===== src/rtl/preamble_inserter.sv =====
// rtl/preamble_inserter.sv - prepends short and long training preambles to every streamed packet
module preamble_inserter #(
    parameter int WIDTH        = 32,
    parameter int SHORT_PERIOD = 16,
    parameter int SHORT_LEN    = 160,
    parameter int LONG_PERIOD  = 64,
    parameter int LONG_CP      = 32,
    parameter logic [WIDTH*SHORT_PERIOD-1:0] SHORT_COEFFS = '0,
    parameter logic [WIDTH*LONG_PERIOD-1:0]  LONG_COEFFS  = '0
) (
    input  logic             clk,
    input  logic             reset_n,
    input  logic [WIDTH-1:0] i_tdata,
    input  logic             i_tlast,
    input  logic             i_tvalid,
    output logic             i_tready,
    output logic [WIDTH-1:0] o_tdata,
    output logic             o_tlast,
    output logic             o_tvalid,
    input  logic             o_tready,
    output logic             preamble_active
);

    // Long preamble: cyclic prefix followed by two full long symbols.
    localparam int LONG_LEN = LONG_CP + 2 * LONG_PERIOD;
    localparam int CNT_MAX  = (SHORT_LEN > LONG_LEN) ? SHORT_LEN : LONG_LEN;
    localparam int CNT_W    = (CNT_MAX > 1) ? $clog2(CNT_MAX) : 1;
    localparam int TAB_MAX  = (SHORT_PERIOD > LONG_PERIOD) ? SHORT_PERIOD : LONG_PERIOD;
    localparam int IDX_W    = (TAB_MAX > 1) ? $clog2(TAB_MAX) : 1;

    localparam logic [CNT_W-1:0] SHORT_LAST = CNT_W'(SHORT_LEN - 1);
    localparam logic [CNT_W-1:0] LONG_LAST  = CNT_W'(LONG_LEN - 1);
    localparam logic [IDX_W-1:0] SHORT_WRAP = IDX_W'(SHORT_PERIOD - 1);
    localparam logic [IDX_W-1:0] LONG_WRAP  = IDX_W'(LONG_PERIOD - 1);
    // The cyclic prefix is the tail of the long symbol, so the long table
    // index simply starts LONG_CP entries before the end and wraps modulo
    // LONG_PERIOD for the whole long section.
    localparam logic [IDX_W-1:0] LONG_START = IDX_W'((LONG_PERIOD - LONG_CP) % LONG_PERIOD);

    typedef enum logic [1:0] {
        S_IDLE    = 2'd0,
        S_SHORT   = 2'd1,
        S_LONG    = 2'd2,
        S_PAYLOAD = 2'd3
    } state_t;

    state_t           state_q, state_d;
    logic [CNT_W-1:0] cnt_q, cnt_d;
    // Running table index, kept alongside cnt to avoid a modulo on cnt.
    logic [IDX_W-1:0] idx_q, idx_d;

    logic [WIDTH-1:0] short_sample;
    logic [WIDTH-1:0] long_sample;

    // State, sample counter and table index registers.
    always_ff @(posedge clk or negedge reset_n) begin
        if (!reset_n) begin
            state_q <= S_IDLE;
            cnt_q   <= '0;
            idx_q   <= '0;
        end else begin
            state_q <= state_d;
            cnt_q   <= cnt_d;
            idx_q   <= idx_d;
        end
    end

    // Short table lookup by running index.
    always_comb begin
        short_sample = '0;
        for (int k = 0; k < SHORT_PERIOD; k++) begin
            if (idx_q == IDX_W'(k)) begin
                short_sample = SHORT_COEFFS[WIDTH*k +: WIDTH];
            end
        end
    end

    // Long table lookup by running index.
    always_comb begin
        long_sample = '0;
        for (int k = 0; k < LONG_PERIOD; k++) begin
            if (idx_q == IDX_W'(k)) begin
                long_sample = LONG_COEFFS[WIDTH*k +: WIDTH];
            end
        end
    end

    // Stream outputs: preamble from the tables, payload passed straight through.
    always_comb begin
        i_tready        = 1'b0;
        o_tdata         = '0;
        o_tlast         = 1'b0;
        o_tvalid        = 1'b0;
        preamble_active = 1'b0;
        case (state_q)
            S_SHORT: begin
                o_tvalid        = 1'b1;
                o_tdata         = short_sample;
                preamble_active = 1'b1;
            end
            S_LONG: begin
                o_tvalid        = 1'b1;
                o_tdata         = long_sample;
                preamble_active = 1'b1;
            end
            S_PAYLOAD: begin
                o_tvalid = i_tvalid;
                o_tdata  = i_tdata;
                o_tlast  = i_tlast;
                i_tready = o_tready;
            end
            default: begin
            end
        endcase
    end

    // Next state; preamble progress advances only on an output handshake so
    // everything holds still while downstream stalls.
    always_comb begin
        state_d = state_q;
        cnt_d   = cnt_q;
        idx_d   = idx_q;
        case (state_q)
            S_IDLE: begin
                if (i_tvalid) begin
                    state_d = S_SHORT;
                    cnt_d   = '0;
                    idx_d   = '0;
                end
            end
            S_SHORT: begin
                if (o_tready) begin
                    if (cnt_q == SHORT_LAST) begin
                        state_d = S_LONG;
                        cnt_d   = '0;
                        idx_d   = LONG_START;
                    end else begin
                        cnt_d = cnt_q + 1'b1;
                        idx_d = (idx_q == SHORT_WRAP) ? '0 : idx_q + 1'b1;
                    end
                end
            end
            S_LONG: begin
                if (o_tready) begin
                    if (cnt_q == LONG_LAST) begin
                        state_d = S_PAYLOAD;
                        cnt_d   = '0;
                        idx_d   = '0;
                    end else begin
                        cnt_d = cnt_q + 1'b1;
                        idx_d = (idx_q == LONG_WRAP) ? '0 : idx_q + 1'b1;
                    end
                end
            end
            S_PAYLOAD: begin
                if (i_tvalid && o_tready && i_tlast) begin
                    state_d = S_IDLE;
                end
            end
            default: begin
                state_d = S_IDLE;
                cnt_d   = '0;
                idx_d   = '0;
            end
        endcase
    end

endmodule


===== config.mk =====
export PLATFORM = sky130hd
export DESIGN_NAME = preamble_inserter
export DESIGN_NICKNAME = d
export VERILOG_FILES = /design/src/rtl/preamble_inserter.sv
export SDC_FILE = /design/constraint.sdc
export NUM_CORES = 1
export LEC_CHECK = 0
export CAP_MARGIN = 30
export CORE_UTILIZATION = 35
export CTS_CLUSTER_DIAMETER = 200
export DETAILED_ROUTE_END_ITERATION = 12
export PLACE_DENSITY_LB_ADDON = 0.25
export SLEW_MARGIN = 20
export SYNTH_ARGS = -nofsm -noshare
export SYNTH_HDL_FRONTEND = slang
export SYNTH_SLANG_ARGS = --single-unit

===== constraint.sdc =====
create_clock -name clk -period 4.8 [get_ports clk]
set_input_delay 0.96 -clock clk [delete_from_list [all_inputs] [get_ports clk]]
set_output_delay 0.96 -clock clk [all_outputs]
set_load 0.1 [all_outputs]

==> impl_metrics.sql <==
INSERT INTO impl_metrics (metric_group, metric, value, unit) VALUES
('floorplanning', 'io-pin-count', '73', ''),
('clock_network', 'clock_tree.htree_level_count', '1', ''),
('floorplanning', 'dieWidth', '53.33', 'um'),
('final_layout', 'syn_to_final_growth', '73.41', '%'),
('logic_synthesis', 'ys_async_sr_fraction', '100.0', '%'),
('logic_synthesis', 'synth_top_cells_by_area', 'dfrtp_1, and2_1, ha_1', ''),
('final_layout', 'multi_input_area', '636.9', 'um^2'),
('detailed_routing', 'drc', '0', ''),
('critical_path', 'cp_cell_sequence', 'inv_1 -> ha_1 -> clkdlybuf4s50_1', ''),
('logic_synthesis', 'post_synth_instance_area', '922.1', 'um^2'),
('timing', 'timing_worst_slew_pin_value', '0.9557', 'ns'),
('floorplanning', 'placeableCoreArea', '2477', 'um^2'),
('floorplanning', 'fp-row-count', '18', ''),
('timing', 'report.final.hold_viol_count', '0', ''),
('worst_hold_path', 'hold_path_class', 'reg -> reg', ''),
('clock_network', 'cts_sinks', '10', ''),
('clock_network', 'postCtsSetupRepairBufs', '0', ''),
('global_routing', 'grt_overflow', '0', ''),
('floorplanning', 'initial_utilization', '37.22', '%'),
('timing', 'finalClockSkew', '0.0002314', 'ns'),
('logic_synthesis', 'synth_area_per_cell', '8.383', 'um^2'),
('final_layout', 'layout.area.seq', '250.2', 'um^2'),
('final_layout', 'num_antenna_cells', '0', ''),
('timing', 'slew_headroom', '36.08', '%'),
('floorplanning', 'dieArea', '2844', 'um^2'),
('critical_path', 'critical-path-top-delay-family', 'buffers and inverters', ''),
('timing', 'period_needed', '3.398', 'ns'),
('final_layout', 'final_util', '64.55', '%'),
('final_layout', 'nFillCells', '208', ''),
('final_layout', 'mostFrequentLayoutCell', 'clkdlybuf4s50_1', ''),
('critical_path', 'critPathRequiredTime', '3.84', 'ns'),
('final_layout', 'layout-drive-gt1-share', '23.76', '%'),
('logic_synthesis', 'synth.net_count', '153', ''),
('critical_path', 'crit_path_max_incr_delay', '1.19', 'ns'),
('timing', 'timing.final.max_slew_violations', '0', ''),
('logic_synthesis', 'synth_edf_count', '0', ''),
('timing', 'tns', '0', 'ns'),
('global_routing', 'grt_pass1_wl', '4284', 'um'),
('critical_path', 'worst-path-buf-inv', '2', ''),
('detailed_routing', 'dr.first_iter.drc_count', '12', ''),
('detailed_routing', 'route.antenna.remaining_nets', '0', ''),
('timing', 'grt_setup_unrepaired', 'false', ''),
('critical_path', 'cpMaxStageDelayCell', 'clkdlybuf4s50_1', ''),
('logic_synthesis', 'postSynthRegisterBits', '10', ''),
('detailed_routing', 'route.vias.total', '1076', ''),
('placement', 'place_congestion', '0.8961', ''),
('clock_network', 'path_clk_slew', '0.06', 'ns'),
('clock_network', 'cts_repair_resize_count', '0', ''),
('detailed_routing', 'detail_route.wl_per_cell', '13.64', 'um'),
('floorplanning', 'die_height', '53.33', 'um'),
('timing', 'max_clock_freq', '0.2943', 'GHz'),
('placement', 'hpwl', '2416', 'um'),
('clock_network', 'cts-buffers-inserted', '3', ''),
('clock_network', 'cts_hold_repair.buffers', '0', ''),
('detailed_routing', 'firstDrtPassIters', '4', ''),
('detailed_routing', 'totalWireLength', '2879', 'um'),
('clock_network', 'cell_at_the_root_of_the_clock_tree', 'clkbuf_4', ''),
('final_layout', 'mostFrequentLayoutCells', 'clkdlybuf4s50_1, buf_4, and2_1', ''),
('global_routing', 'pin_count_of_the_biggest_net_entering_global_routing', '36', ''),
('detailed_routing', 'route.detailed.vias_per_inst', '5.100', ''),
('status', 'status', 'complete, no violations', ''),
('critical_path', 'critical_path.max_fanout', '11', ''),
('clock_network', 'cts_tree', 'built', ''),
('flow_run', 'cap_violations', '0', ''),
('critical_path', 'crit_type', 'reg -> out', ''),
('logic_synthesis', 'yosys.cell_types.count', '36', ''),
('global_routing', 'antenna_found_initial', '0', ''),
('logic_synthesis', 'synth-seq-area-share', '27.14', '%'),
('logic_synthesis', 'synth_top_flop_cell', 'dfrtp_1', ''),
('critical_path', 'crit_path_end_kind', 'output port', ''),
('logic_synthesis', 'postSynthCellCount', '110', '');
stage by stage:
step	area [um^2]	instances	worst slack [ns]	hold slack, ns
floorplan	922.1	110	0.9111	0.4913
global placement	1577	208	1.728	0.5174
detailed placement	1577	208	1.675	0.5168
CTS	1599	211	1.403	0.5309
global route	1599	211	1.285	0.5685
finish	1599	211	1.402	0.5309
synthesized netlist by cell type, types with 3 or more instances:
| library cell | count |
|---|---|
| and2_1 | 33 |
| a21o_1 | 3 |
| clkbuf_1 | 3 |
| nand2_1 | 4 |
| a21oi_1 | 3 |
| nand3_1 | 4 |
| ha_1 | 6 |
| inv_1 | 4 |
| dfrtp_1 | 10 |
| nor2_1 | 7 |
worst paths after layout:
path / from / endpoint / slack (ns) / cells past startpoint
setup / recovery: state_q[0] / preamble_active / 1.40 / 3
hold / removal: cnt_q[1] / cnt_q[1] / 0.53 / 1
setup reg to reg: state_q[0] / state_q[1] / 2.82 / 5
hold reg to reg: cnt_q[1] / cnt_q[1] / 0.53 / 1
max in group asynchronous: reset_n / cnt_q[3] / 3.48 / 1
min in group asynchronous: reset_n / state_q[1] / 1.02 / 1
routing by layer:
layer / wire, um / track usage (%) / part of all wire (%)
met5: 0 / 0 / 0
met4: 79 / 10.96 / 2.7
met3: 341 / 6.034 / 12
met2: 1344 / 35.21 / 47
met1: 1114 / 23.26 / 39
kinds of logic (layout without fill, tap and decap cells):
family / Yosys count / count (layout) / synth area share, %
flops: 10 / 10 / 27.14
compound gates: 21 / 21 / 16.69
fa+ha+maj: 6 / 6 / 8.141
buf+inv: 9 / 80 / 3.798
xor+xnor: 1 / 1 / 0.9500
simple gates: 59 / 59 / 38.67
mux: 4 / 4 / 4.613
area by class of cell:
cell class                 instances  area share (%)
clock buffer                       3           1.408
inverter                           5           1.174
multi-input combinational         91           39.83
sequential                        10           15.65
tap                               30           2.347
timing repair buffer              72           39.59
sequential cells by signal, indices dropped and copies added, names as in the netlist:
register	cells
cnt_q	8
state_q	2
Power is not shown: default switching activity piles up to over one toggle a cycle in this logic, so the estimate is an artifact.
